File: config.mk
export PLATFORM = sky130hd
export DESIGN_NAME = imem_loader_flat
export DESIGN_NICKNAME = d
export VERILOG_FILES = /design/src/rtl/imem_loader_if.sv /design/src/rtl/imem_loader.sv /design/src/flat_wrapper.sv
export SDC_FILE = /design/constraint.sdc
export NUM_CORES = 1
export LEC_CHECK = 0
export ABC_CLOCK_PERIOD_IN_PS = 2200
export CAP_MARGIN = 20
export CORE_ASPECT_RATIO = 1.4
export CORE_UTILIZATION = 53
export DETAILED_ROUTE_END_ITERATION = 8
export GPL_TIMING_DRIVEN = 1
export PLACE_DENSITY_LB_ADDON = 0.1
export SLEW_MARGIN = 10
export SYNTH_ARGS = -nofsm -noshare
export SYNTH_HDL_FRONTEND = slang
export SYNTH_SLANG_ARGS = --single-unit
File: constraint.sdc
create_clock -name clk -period 2.2 [get_ports clk]
set_input_delay 0.44 -clock clk [delete_from_list [all_inputs] [get_ports clk]]
set_output_delay 0.44 -clock clk [all_outputs]
set_load 0.1 [all_outputs]
File: src/rtl/imem_loader_if.sv
// Byte-stream channel feeding the instruction-memory loader.
// Ports: rx_data (byte), rx_valid (source has a byte), rx_ready (sink accepts).
interface imem_loader_if;
    logic [7:0] rx_data;
    logic       rx_valid;
    logic       rx_ready;

    modport master (
        output rx_data,
        output rx_valid,
        input  rx_ready
    );

    modport slave (
        input  rx_data,
        input  rx_valid,
        output rx_ready
    );
endinterface

File: src/rtl/imem_loader.sv
// Framed byte-stream loader that assembles little-endian words into the
// instruction RAM and holds the CPU in reset while a frame is loading.
// Ports: clk, reset (sync, active high), start (frame begin pulse),
//   rx (byte stream, slave side), we/waddr/wdata (RAM write strobe),
//   cpu_hold (CPU reset request), busy, done, error (sticky status).
module imem_loader #(
    parameter int N  = 32,
    parameter int AW = 7
) (
    input  logic          clk,
    input  logic          reset,
    input  logic          start,
    imem_loader_if.slave  rx,
    output logic          we,
    output logic [AW-1:0] waddr,
    output logic [N-1:0]  wdata,
    output logic          cpu_hold,
    output logic          busy,
    output logic          done,
    output logic          error
);
    localparam int BYTES = N / 8;
    localparam int BW    = (BYTES > 1) ? $clog2(BYTES) : 1;

    typedef enum logic [2:0] {
        IDLE, HDR, DATA, WRITE, CSUM, DONE, ERR
    } state_t;

    state_t        state, state_nx;
    logic [AW-1:0] word_cnt;
    logic [AW-1:0] last_addr;
    logic [BW-1:0] byte_cnt;
    logic [N-1:0]  asm_word;
    logic [7:0]    csum;
    logic          xfer;

    assign xfer = rx.rx_valid & rx.rx_ready;

    always_ff @(posedge clk) begin
        if (reset) state <= IDLE;
        else       state <= state_nx;
    end

    always_comb begin
        state_nx    = state;
        rx.rx_ready = 1'b0;
        we          = 1'b0;
        waddr       = '0;
        wdata       = '0;
        busy        = 1'b0;
        done        = 1'b0;
        error       = 1'b0;
        case (state)
            IDLE, DONE, ERR: begin
                done  = (state == DONE);
                error = (state == ERR);
                if (start) state_nx = HDR;
            end
            HDR: begin
                rx.rx_ready = 1'b1;
                busy        = 1'b1;
                if (rx.rx_valid)
                    state_nx = rx.rx_data[7] ? ERR : DATA;
            end
            DATA: begin
                rx.rx_ready = 1'b1;
                busy        = 1'b1;
                if (rx.rx_valid && byte_cnt == BW'(BYTES - 1))
                    state_nx = WRITE;
            end
            WRITE: begin
                busy  = 1'b1;
                we    = 1'b1;
                waddr = word_cnt;
                wdata = asm_word;
                state_nx = (word_cnt == last_addr) ? CSUM : DATA;
            end
            CSUM: begin
                rx.rx_ready = 1'b1;
                busy        = 1'b1;
                if (rx.rx_valid)
                    state_nx = (rx.rx_data == csum) ? DONE : ERR;
            end
            default: state_nx = IDLE;
        endcase
        // The CPU is held exactly while a frame is in flight.
        cpu_hold = busy;
    end

    always_ff @(posedge clk) begin
        if (reset) begin
            word_cnt  <= '0;
            last_addr <= '0;
            byte_cnt  <= '0;
            asm_word  <= '0;
            csum      <= '0;
        end else begin
            case (state)
                IDLE, DONE, ERR: begin
                    if (start) begin
                        word_cnt <= '0;
                        byte_cnt <= '0;
                        csum     <= '0;
                    end
                end
                HDR: begin
                    if (xfer) last_addr <= rx.rx_data[AW-1:0];
                end
                DATA: begin
                    if (xfer) begin
                        asm_word[{byte_cnt, 3'd0} +: 8] <= rx.rx_data;
                        csum     <= csum ^ rx.rx_data;
                        byte_cnt <= byte_cnt + 1'b1;
                    end
                end
                WRITE: begin
                    byte_cnt <= '0;
                    // Stop at last_addr so a full-depth frame never wraps.
                    if (word_cnt != last_addr)
                        word_cnt <= word_cnt + 1'b1;
                end
                default: ;
            endcase
        end
    end
endmodule
File: src/flat_wrapper.sv
// flat-port wrapper written by rule: the top's interface ports become plain ports
module imem_loader_flat 
#(
    parameter int N  = 32,
    parameter int AW = 7
)
  (clk, reset, start, we, waddr, wdata, cpu_hold, busy, done, error, rx_rx_data, rx_rx_valid, rx_rx_ready);
  imem_loader_if rx_i ();
  input  logic clk;
  input  logic reset;
  input  logic start;
  output logic we;
  output logic [AW-1:0] waddr;
  output logic [N-1:0] wdata;
  output logic cpu_hold;
  output logic busy;
  output logic done;
  output logic error;
  input wire logic [$bits(rx_i.rx_data)-1:0] rx_rx_data;
  input wire logic [$bits(rx_i.rx_valid)-1:0] rx_rx_valid;
  output wire logic [$bits(rx_i.rx_ready)-1:0] rx_rx_ready;
  assign rx_i.rx_data = rx_rx_data;
  assign rx_i.rx_valid = rx_rx_valid;
  assign rx_rx_ready = rx_i.rx_ready;
  imem_loader #(.N(N), .AW(AW)) u_core (.clk(clk), .reset(reset), .start(start), .rx(rx_i), .we(we), .waddr(waddr), .wdata(wdata), .cpu_hold(cpu_hold), .busy(busy), .done(done), .error(error));
endmodule
== Word-level counts from Yosys, hierarchy flattened ==
Index checks and enable logic that the tools add are counted.

* Register bits after elaboration: 59
* Bits of input ports: 12
* Output and inout port bits: 45
* Logic and storage cells: 68

* $add $sub $neg: 3
* Equality and inequality tests: 16
* Shift-type cells: 2
* Muxes and demuxes: 25
* Bitwise gates (word level): 2
* Reductions and logical operators: 14

{| class="wikitable"
|+ Operator list
! operator !! number
|-
| 32-bit bitwise mux || 1
|-
| 32-bit two-way mux || 1
|-
| 8-bit by 7-bit variable shift with 32-bit output, first input constant || 1
|-
| 8-bit by 7-bit variable part select with 32-bit output || 1
|-
| 7-bit two-way mux || 3
|-
| 3-bit two-way mux || 6
|-
| 8-bit two-way mux || 2
|-
| 8-bit case mux with 2 select lines || 1
|-
| 3-bit case mux with 5 select lines || 1
|-
| 7-bit case mux with 2 select lines || 1
|-
| 3-bit equality test, second input constant || 3
|-
| 3-bit AND reduction || 3
|-
| 8-bit equality test || 1
|-
| 8-bit XOR || 1
|-
| 7-bit by 1-bit adder with 7-bit output, second input constant || 1
|-
| 7-bit equality test || 1
|-
| 7-bit != test || 1
|-
| 5-bit negator with 7-bit output || 1
|-
| 3-bit by 2-bit equality test with 1-bit output, second input constant || 2
|-
| 2-bit two-way mux || 3
|-
| 2-bit by 1-bit != test with 1-bit output, second input constant || 3
|-
| 2-bit != test, second input constant || 3
|-
| 2-bit case mux with 3 select lines || 1
|-
| 3-bit OR reduction || 2
|-
| 12 further kinds || 18
|}

== Depth between registers and ports, before layout ==
Gate-level depths: netlist of run 1.

* Depth after elaboration: 6
* Depth in mapped cells: 7
* Depth with buffers taken out: 6

== Least setup slack after synthesis of run 1 ==
Ideal clock, no wire load.

* Path kind: reg-to-output
* Start point: reg u_core.state[0]
* End point: out error
* Arrival time: 3.080 ns
* Data required time: 1.760 ns
* Setup slack: -1.320 ns
* Stages on the path, launching flop included: 5
* Buffers on the path: 3
* Cells stage by stage: dfxtp_1 -> clkbuf_1 -> clkbuf_1 -> clkbuf_1 -> nor3b_1

* Longest elaborated chain between the ends: 3
* Elaborated cells between the ends (all ways): 5
* Those cells by class: 2 x eq/ne; 1 x mux; 2 x reduce/logical

{| class="wikitable"
|+ Ends and longest elaborated chain
! what !! RTL line !! RTL
|-
| start: declaration || imem_loader.sv:29 || <nowiki>state_t state, state_nx;</nowiki>
|-
| start signal: assignment || imem_loader.sv:41 || <nowiki>else state <= state_nx;</nowiki>
|-
| 3-bit equality test, or another cell as far along || imem_loader.sv:53, imem_loader.sv:56 ||
|-
| 3-bit OR reduction || imem_loader.sv:53 || <nowiki>case (state)</nowiki>
|-
| 1-bit two-way mux * || imem_loader.sv:53 ||
|-
| end: declaration || flat_wrapper.sv:18 || <nowiki>output logic error;</nowiki>
|}

Every way passes the cells marked *; elsewhere a longest branch is shown, timed or not.

== Final worst setup path of run 1 ==
* Start point: reg u_core.state[0]
* End point: out busy

* Longest elaborated chain between the ends: 3
* Elaborated cells between the ends (all ways): 6
* Those cells by class: 4 x eq/ne; 1 x mux; 1 x reduce/logical

{| class="wikitable"
|+ Ends and longest elaborated chain
! what !! RTL line !! RTL
|-
| 3-bit equality test, or another cell as far along || imem_loader.sv:53 ||
|-
| 4-bit OR reduction (no line) * || -- ||
|-
| 1-bit two-way mux * || imem_loader.sv:53 ||
|-
| end: declaration || flat_wrapper.sv:16 || <nowiki>output logic busy;</nowiki>
|}

Marked as above.

==> summary.md, run 1 <==
| Metric | Value |
|---|---|
| Routed length on met3 | `606 um` |
| Tmin final | `2.09 ns` |
| Count of warnings emitted by yosys | `0` |
| Met2 wire length | `5.03 mm` |
| TritonCTS clock tree | `yes` |
| Sequential-to-total area share from yosys stat | `37.4%` |
| Sort of element at the end of the critical path | `primary output` |
| Total CTS buffers | `9` |
| Kind of start point of the critical path | `flip-flop` |
| Fillers | `333` |
| Clock Root Buffer | `clkbuf_8` |
| Number of hold violations in the final report | `0` |
| Core outline area | `5610 um^2` |
| Floorplan row count | `32` |
| Number of antenna violations at the first check in global routing | `0` |
| Unrepaired setup endpoints after global routing | `false` |
| Area of the mapped netlist | `3150 um^2` |
| Transition time of the tightest slew-check pin | `0.533 ns` |
| Number of max-slew violations in the final report | `0` |
| Commonest cells in the netlist | `dfxtp_1, a21oi_1, nand2_1, and3_1, nand3_1` |
| Per-instance average area after synthesis | `7.67 um^2` |
| Peak supply drop | `0.000792 V` |
| Max Root-Sink Buffers | `2` |
| Remaining antenna violation count | `0` |
| Total global routing overflow | `0` |
| GPL Wtd Cong | `0.917` |
| Final worst-path cycle share | `94.8%` |
| Cell leakage power | `0.00184 uW` |
| Top_reg_cell synth | `dfxtp_1` |
| Post-detailed-placement cell area | `4440 um^2` |
| Maximum frequency from static timing analysis | `480 MHz` |
| Final Cell Area | `4710 um^2` |
| Nets@finish | `496` |
| Hpwl dp | `6.48 mm` |
| Switching fraction of total power | `40.6%` |
| Chip Height | `93.3 um` |
| Data arrival time of the worst path | `1.65 ns` |
| Summed negative setup slack over all endpoints | `0 ns` |
| Fraction of final layout cells sized beyond drive strength 1 | `29.4%` |
| Fraction of registers with async set or reset after synthesis | `0%` |
| Initial cell density of the core | `56.3%` |
| Worst max-slew margin expressed relative to the limit | `64.0%` |
| Max cap viols | `0` |
| Horiz. Die Dim | `67.2 um` |
| Largest delay contributor family on the critical path | `buffers and inverters` |
| Crit path buf inv count | `2` |
| Maximum number of pins on one net before global-route repair | `32` |
| Count of buffers inserted at the top-level ports | `56` |
| Number of global-route vias before repair | `3,316` |
| Relative contribution of combinational cells to total power | `46.6%` |
| Wire length after detailed routing | `9.89 mm` |
| Synthesized instance count | `411` |
| Vias after detailed routing | `3,390` |
| Power density of the placed cells | `964 nW/um^2` |
| TritonCTS Sinks | `59` |
| Highest metal layer with signal wires | `met4` |
| Crit-path cells | `buf_6 -> o21ai_0 -> o21a_4 -> or2_4 -> buf_12` |
| Count of inserted antenna diode cells | `0` |
| Number of nets produced by synthesis | `429` |
| Count of non-filler cells in the finished layout | `551` |
| Cells after DPL | `533` |
| Wire length on met1 | `3.75 mm` |
| Library cell with the largest summed area after synthesis | `dfxtp_1` |
| Clock input transition at the sequential cells of the worst setup and hold paths | `0.07 ns` |
| Detail-routed net length per standard cell | `18.0 um` |
| Hold Crit Class | `flip-flop to flip-flop` |
| Number of storage elements in the synthesis netlist | `59` |
| Run status | `completed` |
| Iteration-0 DRC Markers | `354` |
| # H-tree levels | `3` |
| Count of flip-flops with a built-in enable after synthesis | `0` |
| Area enclosed by the die boundary | `6270 um^2` |
| Tot GR Track Use | `33.9%` |
| Leading post-synthesis cells by cell area | `dfxtp_1, and3_1, a21oi_1` |
| Clock network power share | `26.8%` |
| Router iterations before antenna repair | `5` |
| DRC violations left | `0` |
| Synthesis-to-layout area growth | `49.2%` |
| CP max-delay cell | `dfxtp_1` |
| Crit path kind | `flip-flop to primary output` |
| Net switching power | `1840 uW` |
| Average vias per placed instance | `6.15` |
| Longest individual stage delay on the worst path | `0.33 ns` |
| Required time reported for the critical path endpoint | `1.76 ns` |
| Maximum clock skew at final layout | `0.0101 ns` |
| Sequential power share | `26.6%` |
| Portion of synthesized cell area occupied by the leading cell type | `37.4%` |
| Number of setup violations in the final report | `0` |
| Clock insertion delay at the later pin of the skew report | `0.34 ns` |
| Most frequent cell after synthesis | `dfxtp_1` |
| Cell internal pwr | `2690 uW` |
| Wire length of the first global-routing pass | `15.8 mm` |
| Number of library cell types mapped by synthesis | `43` |
| Number of hold buffers added after cts | `0` |
| CP Max Fanout | `29` |
| Ports placed on the boundary | `57` |
==> flip-flops by register name (all words and copies together), names as in the netlist <==
register          cells
u_core.last_addr      7
u_core.word_cnt       7
u_core.byte_cnt       2
u_core.csum           8
u_core.asm_word      32
u_core.state          3
==> placed cells by master, fill, tap and decap left out, types with 2 or more instances in the layout <==
cell             synthesis  final
and2_1                   7      7
nand2b_1                 5      5
o31ai_1                  3      3
and3b_1                  3      3
mux2i_1                  9      9
xor2_1                   4      4
nor3_1                   4      4
ha_1                     6      6
nand3b_1                 6      6
nor2b_1                 10     10
clkdlybuf4s50_1          0     10
or3_1                    2      2
a21oi_1                 47     47
buf_6                    0      2
nand2_1                 46     45
buf_12                   0     46
clkinvlp_4               0      2
nand3_1                 39     39
clkbuf_8                 0     10
nor2_1                  25     24
dfxtp_1                 59     58
a31oi_1                  2      2
clkbuf_1                23      2
o21a_1                   3      2
bufinv_16                0      3
inv_1                    6      5
nor3b_1                  4      3
o21ai_0                 19     19
and3_1                  42      3
xnor2_1                  9      9
buf_4                    1     30
and3_2                   0     39
==> cells by family after synthesis <==
| group | after synthesis | share of synthesized area [%] |
|---|---|---|
| buffers and inverters | 40 | 5.24 |
| AO/OA/AOI/OAI | 84 | 15.4 |
| AND/OR/NAND/NOR | 200 | 33.1 |
| multiplexers | 9 | 2.86 |
| XOR/XNOR | 13 | 3.61 |
| adder cells (fa/ha/maj) | 6 | 2.38 |
| flip-flops | 59 | 37.4 |
==> through the flow <==
| step | hold WS (ns) | power, uW | utilization (%) | setup slack [ns] |
|---|---|---|---|---|
| CTS | 0.452 | 4470 | 83.5 | 0.0491 |
| global route | 0.471 | 4710 | 84.0 | 0.0555 |
| detailed placement | 0.443 | 3260 | 79.2 | -0.0342 |
| global placement | 0.436 | 3200 | 79.2 | 0.0390 |
| finish | 0.450 | 4530 | 84.0 | 0.115 |
| floorplan | 0.428 | 2670 | - | -0.141 |
==> final cells by class <==
class                      count  area (um^2)  share of cell area (%)
inverter                       7         30.0                   0.638
clock inverter                 4         97.6                    2.07
sequential                    59         1180                    25.2
clock buffer                  12          145                    3.08
tap                           68         85.1                    1.81
timing repair buffer          89         1270                    27.1
multi-input combinational    312         1890                    40.1
==> worst reg2reg max path, delay by kind of cell, from the launching register on <==
kind	cells	cell delay, ns
DFF	1	0.37
and+or+nand+nor	2	0.41
buffers and inverters	2	0.36
AOI/OAI and AO/OA	3	0.70
==> repair_timing <==
item,CTS,global route
setup buffers,0,2
endpoints found under the hold margin,0,0
setup endpoints to repair,2,33
resized for setup,1,2
==> layer usage <==
| layer | GRT usage (%) | vias to the layer above |
|---|---|---|
| li1 | - | 1564 |
| met1 | 38.4 | 1600 |
| met2 | 57.4 | 176 |
| met3 | 5.24 | 50 |
| met4 | 21.3 | 0 |
| met5 | 0 | - |
==> final timing paths <==
check             cells after the start                   to                start  slack, ns
setup / recovery                      5                 busy      u_core.state[0]       0.11
hold / removal                        2  u_core.asm_word[17]  u_core.asm_word[17]       0.45
setup reg to reg                      7       u_core.csum[3]      u_core.state[2]       0.24
hold reg to reg                       2  u_core.asm_word[17]  u_core.asm_word[17]       0.45
==> power groups by stage <==
stage | logic (uW) | clock network, uW | registers (uW)
after global routing | 2230 | 1260 | 1210
final | 2110 | 1210 | 1210
after detailed placement | 2020 | 0 | 1230
after floorplan | 1460 | 0 | 1210
after CTS | 2050 | 1210 | 1210
after global placement | 1970 | 0 | 1230
(Power assumes the default switching activity.)
==> inputs of run 2 (changes only) <==
--- a/config.mk
+++ b/config.mk
@@ -5,10 +5,11 @@
 export SDC_FILE = /design/constraint.sdc
 export NUM_CORES = 1
 export LEC_CHECK = 0
+export ABC_AREA = 1
 export ABC_CLOCK_PERIOD_IN_PS = 2200
 export CAP_MARGIN = 20
 export CORE_ASPECT_RATIO = 1.4
-export CORE_UTILIZATION = 53
+export CORE_UTILIZATION = 25
 export DETAILED_ROUTE_END_ITERATION = 8
 export GPL_TIMING_DRIVEN = 1
 export PLACE_DENSITY_LB_ADDON = 0.1
==> summary.md, run 2 <==
| Metric | Value |
|---|---|
| Number of hold buffers added after cts | `0` |
| Violated checks | `DRC` |
| Wire length after detailed routing | `9.08 mm` |
| Max cap viols | `0` |
| Hold Crit Class | `flip-flop to flip-flop` |
| Count of flip-flops with a built-in enable after synthesis | `0` |
| # H-tree levels | `3` |
| Clock Root Buffer | `clkbuf_16` |
| Detail-routed net length per standard cell | `12.6 um` |
| Fraction of registers with async set or reset after synthesis | `0%` |
| Nets@finish | `586` |
| Per-instance average area after synthesis | `6.36 um^2` |
| Post-detailed-placement cell area | `4650 um^2` |
| Seq. cell area | `1190 um^2` |
| Tmin final | `2.09 ns` |
| Top library cells by usage in the layout, fill and taps aside | `nand2_1, inv_1, nor2_1` |
| Iteration-0 DRC Markers | `138` |
| TritonCTS Sinks | `59` |
| Number of storage elements in the synthesis netlist | `59` |
| Average vias per placed instance | `4.40` |
| Top_reg_cell synth | `dfxtp_1` |
| Final Cell Area | `5000 um^2` |
| Router iterations before antenna repair | `7` |
| Required time reported for the critical path endpoint | `1.76 ns` |
| Power density of the placed cells | `1020 nW/um^2` |
| Number of antenna violations at the first check in global routing | `0` |
| Chip Height | `136 um` |
| Number of global-route vias before repair | `3,052` |
| Total CTS buffers | `9` |
| Sort of element at the end of the critical path | `primary output` |
| Area of the mapped netlist | `3220 um^2` |
| CP max-delay cell | `dfxtp_2` |
| Number of nets produced by synthesis | `524` |
| Synthesized instance count | `506` |
| Util after Layout | `40.2%` |
| Ports placed on the boundary | `57` |
| Area enclosed by the die boundary | `13,300 um^2` |
| Total global routing overflow | `0` |
| CP Max Fanout | `13` |
| Unrepaired setup endpoints after global routing | `false` |
| Crit-path cells | `inv_2 -> nor2_4 -> buf_4 -> nand2_4 -> nor2_4 -> buf_12` |
| Multi-input gate area in the final layout | `1880 um^2` |
| Commonest cells in the netlist | `nor2_1, nand2_1, inv_1, dfxtp_1, o21ai_0` |
| Maximum frequency from static timing analysis | `477 MHz` |
| Tot GR Track Use | `14.7%` |
| Top flop regs | `u_core.asm_word: 32 flops, u_core.csum: 8 flops` |
| Leading post-synthesis cells by cell area | `dfxtp_1, nor2_1, nand2_1` |
| Number of library cell types mapped by synthesis | `25` |
| Run status | `complete, but fails checks` |
| Synthesis-to-layout area growth | `55.2%` |
| Number of setup violations in the final report | `0` |
| Register with the most flip-flops | `u_core.asm_word` |
| GPL Wtd Cong | `0.801` |
| Kind of start point of the critical path | `flip-flop` |
| TritonCTS clock tree | `yes` |
| Portion of synthesized cell area occupied by the leading cell type | `36.7%` |
| Maximum number of pins on one net before global-route repair | `41` |
| Worst max-slew margin expressed relative to the limit | `66.3%` |
| Max Root-Sink Buffers | `2` |
| Wire length of the first global-routing pass | `15.0 mm` |
| Cell type with the highest occurrence count on the critical path | `nor2_4` |
| Fraction of final layout cells sized beyond drive strength 1 | `23.8%` |
| Crit path setup slack, layout | `0.106 ns` |
| Data arrival time of the worst path | `1.65 ns` |
| Remaining antenna violation count | `0` |
| Longest individual stage delay on the worst path | `0.37 ns` |
| Largest register FFs | `32` |
| Number of hold violations in the final report | `0` |
| Clock input transition at the sequential cells of the worst setup and hold paths | `0.05 ns` |
| Number of max-slew violations in the final report | `0` |
| Peak supply drop | `0.00125 V` |
| DRC violations left | `5` |
| Cell leakage power | `0.00190 uW` |
| Vias after detailed routing | `3,180` |
| Fillers | `1,291` |
| Count of warnings emitted by yosys | `0` |
| Most common cell after layout, fill and taps aside | `nand2_1` |
| Core outline area | `12,400 um^2` |
| Crit path kind | `flip-flop to primary output` |
| Maximum clock skew at final layout | `0.00784 ns` |
| Count of inserted antenna diode cells | `0` |
| Clock insertion delay at the later pin of the skew report | `0.33 ns` |
| Sequential-to-total area share from yosys stat | `36.7%` |
| Hpwl dp | `6.76 mm` |
| Most frequent cell after synthesis | `nor2_1` |
| Final worst-path cycle share | `95.2%` |
| Initial cell density of the core | `25.9%` |
| Count of buffers inserted at the top-level ports | `56` |
| Dpl ws | `0.160 ns` |
| Transition time of the tightest slew-check pin | `0.505 ns` |
| Horiz. Die Dim | `97.9 um` |
| Library cell with the largest summed area after synthesis | `dfxtp_1` |
| Floorplan row count | `48` |
## run 2: final timing paths
kind / from / end / slack (ns) / depth (start not counted)
worst max-delay path: u_core.state[0] / waddr[4] / 0.11 / 6
worst min-delay path: u_core.asm_word[31] / u_core.asm_word[31] / 0.45 / 2
worst max register to register: u_core.state[0] / u_core.word_cnt[0] / 0.44 / 8
worst min register to register: u_core.asm_word[31] / u_core.asm_word[31] / 0.45 / 2
## run 2: layer usage
metal / wire [um] / vias to the layer above / GRT usage, %
met1: 3880 / 1417 / 16.4
met5: 0 / - / 0
met2: 4720 / 64 / 26.5
met3: 270 / 13 / 2.57
li1: - / 1686 / -
met4: 208 / 0 / 7.49
## run 2: layout make-up
type | instances | share of cell area (%)
Multi-Input combinational cell | 345 | 37.5
Sequential cell | 59 | 23.7
Timing Repair Buffer | 71 | 22.9
Inverter | 82 | 6.16
Clock buffer | 13 | 5.21
Tap cell | 150 | 3.76
Clock inverter | 2 | 0.701
## run 2: logic make-up (layout without fill, tap and decap cells)
logic type      after synthesis  count (layout)  synth area share (%)
simple gates                222             223                  29.3
compound gates              116             116                  18.6
buf+inv                     103             168                  13.1
flops                        59              59                  36.7
fa+ha+maj                     6               6                  2.33
## run 2: repair_timing
item / in CTS / in global routing
setup buffers: 1 / 0
setup endpoints to repair: 33 / 21
gates cloned: 1 / 0
pin swaps: 2 / 0
gates resized for setup: 7 / 2
## run 2: worst max-delay path, delay by kind of cell, from the launching register on
kind | cells | cell delay, ns
buffers and inverters | 3 | 0.43
flip-flops | 1 | 0.37
AND/OR/NAND/NOR | 3 | 0.52
## run 2: power by group
group,internal (uW),switching [uW]
Combinational,744,1600
Sequential,1240,139
Clock,929,464
Total,2910,2200
## run 2: per-stage QoR
step | hold WS, ns | instances | TNS (ns) | power, uW
2_1_floorplan | 0.430 | 506 | -3.49 | 3100
3_3_place_gp | 0.445 | 705 | 0 | 3640
3_5_place_dp | 0.448 | 705 | 0 | 3650
4_1_cts | 0.456 | 722 | 0 | 5160
5_1_grt | 0.492 | 722 | 0 | 5450
6_report | 0.451 | 722 | 0 | 5110
